$ cat src/rtl/multicycle_mips_cpu_if.sv
// Unified instruction/data memory bus between the multicycle MIPS core (master)
// and the memory system (slave). A request (MemRd or MemWr) and its MemAddr stay
// stable until the rising edge on which MemReady is high.
interface multicycle_mips_cpu_if;
    logic [31:0] MemAddr;
    logic [31:0] MemWData;
    logic        MemRd;
    logic        MemWr;
    logic [31:0] MemRData;
    logic        MemReady;

    modport master (
        output MemAddr, MemWData, MemRd, MemWr,
        input  MemRData, MemReady
    );

    modport slave (
        input  MemAddr, MemWData, MemRd, MemWr,
        output MemRData, MemReady
    );
endinterface

$ cat src/rtl/multicycle_mips_cpu.sv
// Multicycle MIPS subset core: add, sub, and, or, slt, addi, lw, sw, beq, j, syscall.
// One shared memory port; every memory cycle waits for MemReady.
// Optional build macro MCPU_PERF_CNT_EN adds the CycleCnt/InstrCnt counters.
//
// state  | meaning
// -------+-------------------------------------------------------------
// FETCH  | MemRd at PC; on MemReady latch IR, PC += 4
// DECODE | read rs/rt into A/B, form branch target; j and syscall resolve here
// EXEC   | ALU operation; beq resolves, lw/sw compute the address
// MEM    | data read (lw) or write (sw) at the ALU result
// WB     | register-file write of ALU result or loaded data
// HALT   | terminal after syscall, no bus activity until reset
module multicycle_mips_cpu #(
    parameter logic [31:0] RESET_PC = 32'h0000_0000,
    parameter int          NREG_AW  = 5
) (
    input  logic                  Clk,
    input  logic                  Reset,
    multicycle_mips_cpu_if.master mem,
    output logic [31:0]           PC,
    output logic                  Halt
`ifdef MCPU_PERF_CNT_EN
    ,
    output logic [31:0]           CycleCnt,
    output logic [31:0]           InstrCnt
`endif
);

    localparam int NREG = 1 << NREG_AW;

    localparam logic [5:0] OP_RTYPE = 6'h00;
    localparam logic [5:0] OP_J     = 6'h02;
    localparam logic [5:0] OP_BEQ   = 6'h04;
    localparam logic [5:0] OP_ADDI  = 6'h08;
    localparam logic [5:0] OP_LW    = 6'h23;
    localparam logic [5:0] OP_SW    = 6'h2B;

    localparam logic [5:0] FN_ADD = 6'h20;
    localparam logic [5:0] FN_SUB = 6'h22;
    localparam logic [5:0] FN_AND = 6'h24;
    localparam logic [5:0] FN_OR  = 6'h25;
    localparam logic [5:0] FN_SLT = 6'h2A;

    localparam logic [31:0] SYSCALL = 32'h0000_000C;

    typedef enum logic [2:0] {
        FETCH,
        DECODE,
        EXEC,
        MEM,
        WB,
        HALT
    } state_t;

    state_t      state_q, state_d;
    logic [31:0] pc_q, pc_d;
    logic [31:0] ir_q, ir_d;
    logic [31:0] a_q, a_d;
    logic [31:0] b_q, b_d;
    logic [31:0] alu_q, alu_d;
    logic [31:0] tgt_q, tgt_d;
    logic [31:0] mdr_q, mdr_d;
    logic [31:0] mem_addr_q, mem_addr_d;
    logic [31:0] mem_wdata_q, mem_wdata_d;
    logic        mem_rd_q, mem_rd_d;
    logic        mem_wr_q, mem_wr_d;
    logic        halt_q, halt_d;

    logic [31:0] rf_q [NREG];
    logic               rf_we;
    logic [NREG_AW-1:0] rf_waddr;
    logic [31:0]        rf_wdata;

    logic [5:0]         opcode;
    logic [5:0]         funct;
    logic [NREG_AW-1:0] rs_idx, rt_idx, rd_idx;
    logic [31:0]        imm_sext;
    logic [31:0]        rs_val, rt_val;
    logic [31:0]        alu_res;
    logic               alu_ok;
    logic               to_fetch;

    assign opcode   = ir_q[31:26];
    assign funct    = ir_q[5:0];
    assign rs_idx   = NREG_AW'(ir_q[25:21]);
    assign rt_idx   = NREG_AW'(ir_q[20:16]);
    assign rd_idx   = NREG_AW'(ir_q[15:11]);
    assign imm_sext = {{16{ir_q[15]}}, ir_q[15:0]};
    assign rs_val   = (rs_idx == '0) ? 32'd0 : rf_q[rs_idx];
    assign rt_val   = (rt_idx == '0) ? 32'd0 : rf_q[rt_idx];

    assign mem.MemAddr  = mem_addr_q;
    assign mem.MemWData = mem_wdata_q;
    assign mem.MemRd    = mem_rd_q;
    assign mem.MemWr    = mem_wr_q;
    assign PC           = pc_q;
    assign Halt         = halt_q;

    // ALU: R-type by funct, address/immediate add, beq compare by subtraction
    always_comb begin
        alu_res = 32'd0;
        alu_ok  = 1'b0;
        case (opcode)
            OP_RTYPE: begin
                alu_ok = 1'b1;
                case (funct)
                    FN_ADD:  alu_res = a_q + b_q;
                    FN_SUB:  alu_res = a_q - b_q;
                    FN_AND:  alu_res = a_q & b_q;
                    FN_OR:   alu_res = a_q | b_q;
                    FN_SLT:  alu_res = ($signed(a_q) < $signed(b_q)) ? 32'd1 : 32'd0;
                    default: alu_ok  = 1'b0;
                endcase
            end
            OP_ADDI, OP_LW, OP_SW: alu_res = a_q + imm_sext;
            OP_BEQ:                alu_res = a_q - b_q;
            default:               alu_res = 32'd0;
        endcase
    end

    // Next-state, datapath and registered bus outputs
    always_comb begin
        state_d     = state_q;
        pc_d        = pc_q;
        ir_d        = ir_q;
        a_d         = a_q;
        b_d         = b_q;
        alu_d       = alu_q;
        tgt_d       = tgt_q;
        mdr_d       = mdr_q;
        mem_addr_d  = mem_addr_q;
        mem_wdata_d = mem_wdata_q;
        mem_rd_d    = mem_rd_q;
        mem_wr_d    = mem_wr_q;
        halt_d      = halt_q;
        rf_we       = 1'b0;
        rf_waddr    = '0;
        rf_wdata    = 32'd0;
        to_fetch    = 1'b0;

        case (state_q)
            FETCH: begin
                // Only right after reset is MemRd low here: launch the first fetch.
                if (!mem_rd_q) begin
                    mem_rd_d   = 1'b1;
                    mem_addr_d = pc_q;
                end else if (mem.MemReady) begin
                    ir_d     = mem.MemRData;
                    pc_d     = pc_q + 32'd4;
                    mem_rd_d = 1'b0;
                    state_d  = DECODE;
                end
            end
            DECODE: begin
                a_d   = rs_val;
                b_d   = rt_val;
                tgt_d = pc_q + (imm_sext << 2);
                if (ir_q == SYSCALL) begin
                    state_d = HALT;
                    halt_d  = 1'b1;
                end else if (opcode == OP_J) begin
                    pc_d     = {pc_q[31:28], ir_q[25:0], 2'b00};
                    to_fetch = 1'b1;
                end else begin
                    state_d = EXEC;
                end
            end
            EXEC: begin
                alu_d = alu_res;
                case (opcode)
                    OP_RTYPE: begin
                        if (alu_ok) state_d  = WB;
                        else        to_fetch = 1'b1;
                    end
                    OP_ADDI: state_d = WB;
                    OP_LW: begin
                        state_d    = MEM;
                        mem_addr_d = alu_res;
                        mem_rd_d   = 1'b1;
                    end
                    OP_SW: begin
                        state_d     = MEM;
                        mem_addr_d  = alu_res;
                        mem_wdata_d = b_q;
                        mem_wr_d    = 1'b1;
                    end
                    OP_BEQ: begin
                        if (a_q == b_q) pc_d = tgt_q;
                        to_fetch = 1'b1;
                    end
                    default: to_fetch = 1'b1;
                endcase
            end
            MEM: begin
                if (mem.MemReady) begin
                    mem_rd_d = 1'b0;
                    mem_wr_d = 1'b0;
                    if (opcode == OP_LW) begin
                        mdr_d   = mem.MemRData;
                        state_d = WB;
                    end else begin
                        to_fetch = 1'b1;
                    end
                end
            end
            WB: begin
                rf_we = 1'b1;
                case (opcode)
                    OP_RTYPE: begin
                        rf_waddr = rd_idx;
                        rf_wdata = alu_q;
                    end
                    OP_LW: begin
                        rf_waddr = rt_idx;
                        rf_wdata = mdr_q;
                    end
                    default: begin
                        rf_waddr = rt_idx;
                        rf_wdata = alu_q;
                    end
                endcase
                to_fetch = 1'b1;
            end
            HALT: begin
                mem_rd_d = 1'b0;
                mem_wr_d = 1'b0;
            end
            default: state_d = FETCH;
        endcase

        // Entering FETCH issues the next instruction read in the same edge.
        if (to_fetch) begin
            state_d    = FETCH;
            mem_rd_d   = 1'b1;
            mem_addr_d = pc_d;
        end
    end

    // FSM and datapath registers; reset aborts any bus transaction at once
    always_ff @(posedge Clk or negedge Reset) begin
        if (!Reset) begin
            state_q     <= FETCH;
            pc_q        <= RESET_PC;
            ir_q        <= 32'd0;
            a_q         <= 32'd0;
            b_q         <= 32'd0;
            alu_q       <= 32'd0;
            tgt_q       <= 32'd0;
            mdr_q       <= 32'd0;
            mem_addr_q  <= 32'd0;
            mem_wdata_q <= 32'd0;
            mem_rd_q    <= 1'b0;
            mem_wr_q    <= 1'b0;
            halt_q      <= 1'b0;
        end else begin
            state_q     <= state_d;
            pc_q        <= pc_d;
            ir_q        <= ir_d;
            a_q         <= a_d;
            b_q         <= b_d;
            alu_q       <= alu_d;
            tgt_q       <= tgt_d;
            mdr_q       <= mdr_d;
            mem_addr_q  <= mem_addr_d;
            mem_wdata_q <= mem_wdata_d;
            mem_rd_q    <= mem_rd_d;
            mem_wr_q    <= mem_wr_d;
            halt_q      <= halt_d;
        end
    end

    // Register file; entry 0 is never written so it always reads zero
    always_ff @(posedge Clk or negedge Reset) begin
        if (!Reset) begin
            for (int i = 0; i < NREG; i++) rf_q[i] <= 32'd0;
        end else if (rf_we && (rf_waddr != '0)) begin
            rf_q[rf_waddr] <= rf_wdata;
        end
    end

`ifdef MCPU_PERF_CNT_EN
    logic [31:0] cycle_cnt_q, cycle_cnt_d;
    logic [31:0] instr_cnt_q, instr_cnt_d;

    // Cycle count skips HALT and the one launch cycle after reset; instructions
    // count on every return to FETCH
    always_comb begin
        cycle_cnt_d = cycle_cnt_q;
        instr_cnt_d = instr_cnt_q;
        if ((state_q != HALT) && !((state_q == FETCH) && !mem_rd_q))
            cycle_cnt_d = cycle_cnt_q + 32'd1;
        if (to_fetch)
            instr_cnt_d = instr_cnt_q + 32'd1;
    end

    // Performance counter registers
    always_ff @(posedge Clk or negedge Reset) begin
        if (!Reset) begin
            cycle_cnt_q <= 32'd0;
            instr_cnt_q <= 32'd0;
        end else begin
            cycle_cnt_q <= cycle_cnt_d;
            instr_cnt_q <= instr_cnt_d;
        end
    end

    assign CycleCnt = cycle_cnt_q;
    assign InstrCnt = instr_cnt_q;
`endif

endmodule

$ cat src/flat_wrapper.sv
// flat-port wrapper written by rule: the top's interface ports become plain ports
module multicycle_mips_cpu_flat 
#(
    parameter logic [31:0] RESET_PC = 32'h0000_0000,
    parameter int          NREG_AW  = 5
)
  (Clk, Reset, PC, Halt, mem_MemAddr, mem_MemWData, mem_MemRd, mem_MemWr, mem_MemRData, mem_MemReady);
  multicycle_mips_cpu_if mem_i ();
  input  logic Clk;
  input  logic Reset;
  output logic [31:0] PC;
  output logic Halt;
  output wire logic [$bits(mem_i.MemAddr)-1:0] mem_MemAddr;
  output wire logic [$bits(mem_i.MemWData)-1:0] mem_MemWData;
  output wire logic [$bits(mem_i.MemRd)-1:0] mem_MemRd;
  output wire logic [$bits(mem_i.MemWr)-1:0] mem_MemWr;
  input wire logic [$bits(mem_i.MemRData)-1:0] mem_MemRData;
  input wire logic [$bits(mem_i.MemReady)-1:0] mem_MemReady;
  assign mem_MemAddr = mem_i.MemAddr;
  assign mem_MemWData = mem_i.MemWData;
  assign mem_MemRd = mem_i.MemRd;
  assign mem_MemWr = mem_i.MemWr;
  assign mem_i.MemRData = mem_MemRData;
  assign mem_i.MemReady = mem_MemReady;
  multicycle_mips_cpu #(.RESET_PC(RESET_PC), .NREG_AW(NREG_AW)) u_core (.Clk(Clk), .Reset(Reset), .mem(mem_i), .PC(PC), .Halt(Halt));
endmodule
$ cat config.mk
export PLATFORM = sky130hd
export DESIGN_NAME = multicycle_mips_cpu_flat
export DESIGN_NICKNAME = d
export VERILOG_FILES = /design/src/rtl/multicycle_mips_cpu_if.sv /design/src/rtl/multicycle_mips_cpu.sv /design/src/flat_wrapper.sv
export SDC_FILE = /design/constraint.sdc
export NUM_CORES = 2
export LEC_CHECK = 0
export CAP_MARGIN = 20
export CORE_ASPECT_RATIO = 0.9
export CORE_MARGIN = 2
export CORE_UTILIZATION = 45
export DETAILED_ROUTE_END_ITERATION = 8
export GPL_ROUTABILITY_DRIVEN = 0
export GPL_TIMING_DRIVEN = 0
export PLACE_DENSITY_LB_ADDON = 0.1
export SYNTH_ARGS = -nofsm -noshare
export SYNTH_HDL_FRONTEND = slang
export SYNTH_SLANG_ARGS = --single-unit
$ cat constraint.sdc
create_clock -name Clk -period 4.35 [get_ports Clk]
set_input_delay 1.305 -clock Clk [delete_from_list [all_inputs] [get_ports Clk]]
set_output_delay 1.305 -clock Clk [all_outputs]
set_load 0.01 [all_outputs]
==> results.yml <==
logic_synthesis:
  ys_types: 99
  synth.largest_area_cell: "dfrtp_1"
  yosysMostFrequentCell: "nand2_1"
  synth-main-ff-cell: "dfrtp_1"
  ys_seq_elements: 1318
  synth-edff-count: 0
  yosysWarnings: 0
  synth.area.top_cells: "dfrtp_1 45%, mux4_2 15%, o21ai_0 8.2%, nand2_1 6.7%, mux2i_1 3.7%"
  syn_nets: 7392
  ys_seq_area_share_pct: 44.7
  ys_async_sr_fraction_pct: 100
  syn_inst: 7187
  avgSynthCellArea_um2: 10.3
  netlist_area_mm2: 0.0738
  synth_top_area_share_pct: 44.7
  yosys-top-cells-count: "1326 x nand2_1, 1318 x dfrtp_1, 1209 x o21ai_0"
detailed_routing:
  wire_per_inst_um: 32.3
  antenna_left: 0
  firstDrtPassIters: 6
  drc: 0
  num_vias: 63900
  drt_iter0_markers: 8814
  avgViaCountPerCell: 6.56
  finalWirelength_mm: 315
finish:
  finalInstanceArea_mm2: 0.0836
  nets: 7724
  area_delta_synth_final_pct: 13.3
  drive_above_1_share_pct: 13.5
placement:
  portBuffers: 132
  dp_hpwl_mm: 246
  dpl_cell_area_mm2: 0.0786
  post-place-ws_ps: -620
clock_network:
  cts.sinks: 1318
  hold_buffers: 0
  numCtsBuffers: 144
  ctsRootBufferMaster: "clkbuf_16"
  clk_pin_slew_worst_paths_ps: 60
  insertion_delay_ps: 820
  clockBufferDepth: 3
  cts_tree: "yes"
  htreeDepth: 4
worst_setup_path:
  path_cells: "clkbuf_1 > or2_1 > clkbuf_1 > clkbuf_1 > buf_8 > clkbuf_1 > o21ai_0 > o22ai_1 > o21ai_0 > nand2_1 > o21ai_0"
  cp_top_family: "buffers and inverters"
  crit_path_end_kind: "flop"
  required_ps: 4990
  criticalPathCategory: "flop to flop"
  crit_top_cell: "clkbuf_1"
  crit_arrival_ps: 5050
  cpMaxStageDelayCell: "clkbuf_1"
  crit_path_max_incr_delay_ps: 830
  cp-start-kind: "flop"
  cp_max_fo: 8
  crit_buf_inv: 5
die:
  coreArea_mm2: 0.162
  dieArea_mm2: 0.167
  die_width_um: 431
  row_count: 140
  boundaryPins: 134
  start_util_pct: 45.4
  die_height_um: 388
power_and_ir_drop:
  vdd_drop_max_uv: 399
  power.density_mw_per_mm2: 562
  power.leakage_uw: 0.0348
timing:
  fin_crit_sh_pct: 101
  clock_skew_ps: 29.2
  setup_viol: 18
  max_freq_mhz: 227
  slew_viol_final: 0
  fin_ws_ps: -58.3
  finalHoldViolCount: 0
  tightest_slew_ps: 1270
  whs_ps: 377
  max_slew_margin_pct: 15.5
  fin_crit_ps: 4410
global_route:
  grt_pass1_wl_mm: 447
  grt_pass1_vias: 61100
  grt_antenna_before_repair: 38
  grt_max_degree: 172
  overflow: 0
  grt_usage_pct: 37.3
status:
  violations: "negative setup slack"
  status: "finished with violations"
job:
  drv_cap: 0
min_path:
  hp-class: "primary input to async pin"
path summary, 6_finish.rpt:
| check | from | to | slack (ps) | cells past startpoint |
|---|---|---|---|---|
| setup / recovery | u_core.ir_q[18] | u_core.b_q[3] | -60 | 11 |
| hold reg to reg | u_core.mem.MemWData[2] | u_core.mem.MemWData[2] | 480 | 2 |
| max in group asynchronous | Reset | u_core.rf_q[472] | 1130 | 5 |
| min in group Clk | u_core.mem.MemWData[2] | u_core.mem.MemWData[2] | 480 | 2 |
| setup reg to reg | u_core.ir_q[18] | u_core.b_q[3] | -60 | 11 |
| hold / removal | Reset | u_core.tgt_q[28] | 380 | 1 |
state kept, by name (all words and copies together) (netlist names), 3 cells and up:
register	cells
u_core.mdr_q	32
u_core.tgt_q	32
u_core.mem.MemAddr	32
u_core.alu_q	32
u_core.mem.MemWData	32
u_core.b_q	32
u_core.a_q	32
u_core.rf_q	1024
u_core.ir_q	32
u_core.state_q	3
u_core.PC	32
where the power goes:
part	switching (µW)	internal (µW)	total (µW)
sequential	1200	13000	14200
clock	5500	6790	12300
combinational	13700	6760	20500
cell usage in the layout, fill, tap and decap left out, types with 26 or more instances in the layout:
cell	instances
o221ai_1	87
a21oi_1	271
inv_1	116
a21o_1	66
buf_1	48
clkbuf_2	30
nand2_1	1322
clkbuf_16	144
a211oi_1	26
nand3_1	40
nor2_1	244
buf_2	46
nand4_1	31
clkdlybuf4s50_1	131
xnor2_1	73
mux2i_1	270
mux4_2	492
o21ai_0	1200
o21bai_1	32
o21ai_1	56
clkbuf_1	554
ha_1	166
o22ai_1	120
mux2_2	106
xor2_1	27
dfrtp_1	1316
nor3_1	67
stage by stage:
step	utilization [%]	cells	setup TNS, ps	total power (µW)
2_1_floorplan	-	7187	0	25200
3_3_place_gp	47.9	9449	-	33400
3_5_place_dp	48.4	9492	-33450	34000
4_1_cts	51.3	9738	0	46300
5_1_grt	51.5	9747	-5.35	48200
6_report	51.5	9751	-330	47000
timing repair:
action                                  CTS  global route
endpoints found under the setup margin  270           461
pin swaps                                 2             4
gates resized for setup                  40            67
buffers inserted                          3             4
cell type report:
| type | instances | area (µm²) |
|---|---|---|
| Multi-Input combinational cell | 5095 | 38000 |
| Buffer | 654 | 2650 |
| Antenna cell | 4 | 10.0 |
| Sequential cell | 1318 | 33000 |
| Fill cell | 14800 | 78800 |
| Inverter | 119 | 447 |
| Clock buffer | 201 | 4010 |
| Clock inverter | 43 | 536 |
| Tap cell | 2130 | 2670 |
| Timing Repair Buffer | 187 | 2240 |
kinds of logic after synthesis:
kind of cell,synth area share [%]
DFF,44.7
buffers and inverters,4.06
and+or+nand+nor,10.5
adders and majority gates,2.92
xor gates and xnor gates,1.19
muxes,20.3
AOI/OAI and AO/OA,16.3
routing by layer:
layer | up-vias | share of wire (%) | track usage [%]
met1 | 32400 | 39 | 50.5
met2 | 3936 | 43 | 54.8
met4 | 30 | 5.3 | 16.4
met3 | 761 | 13 | 12.3
met5 | - | 0.071 | 0
li1 | 26800 | - | -
(Power assumes the default switching activity.)
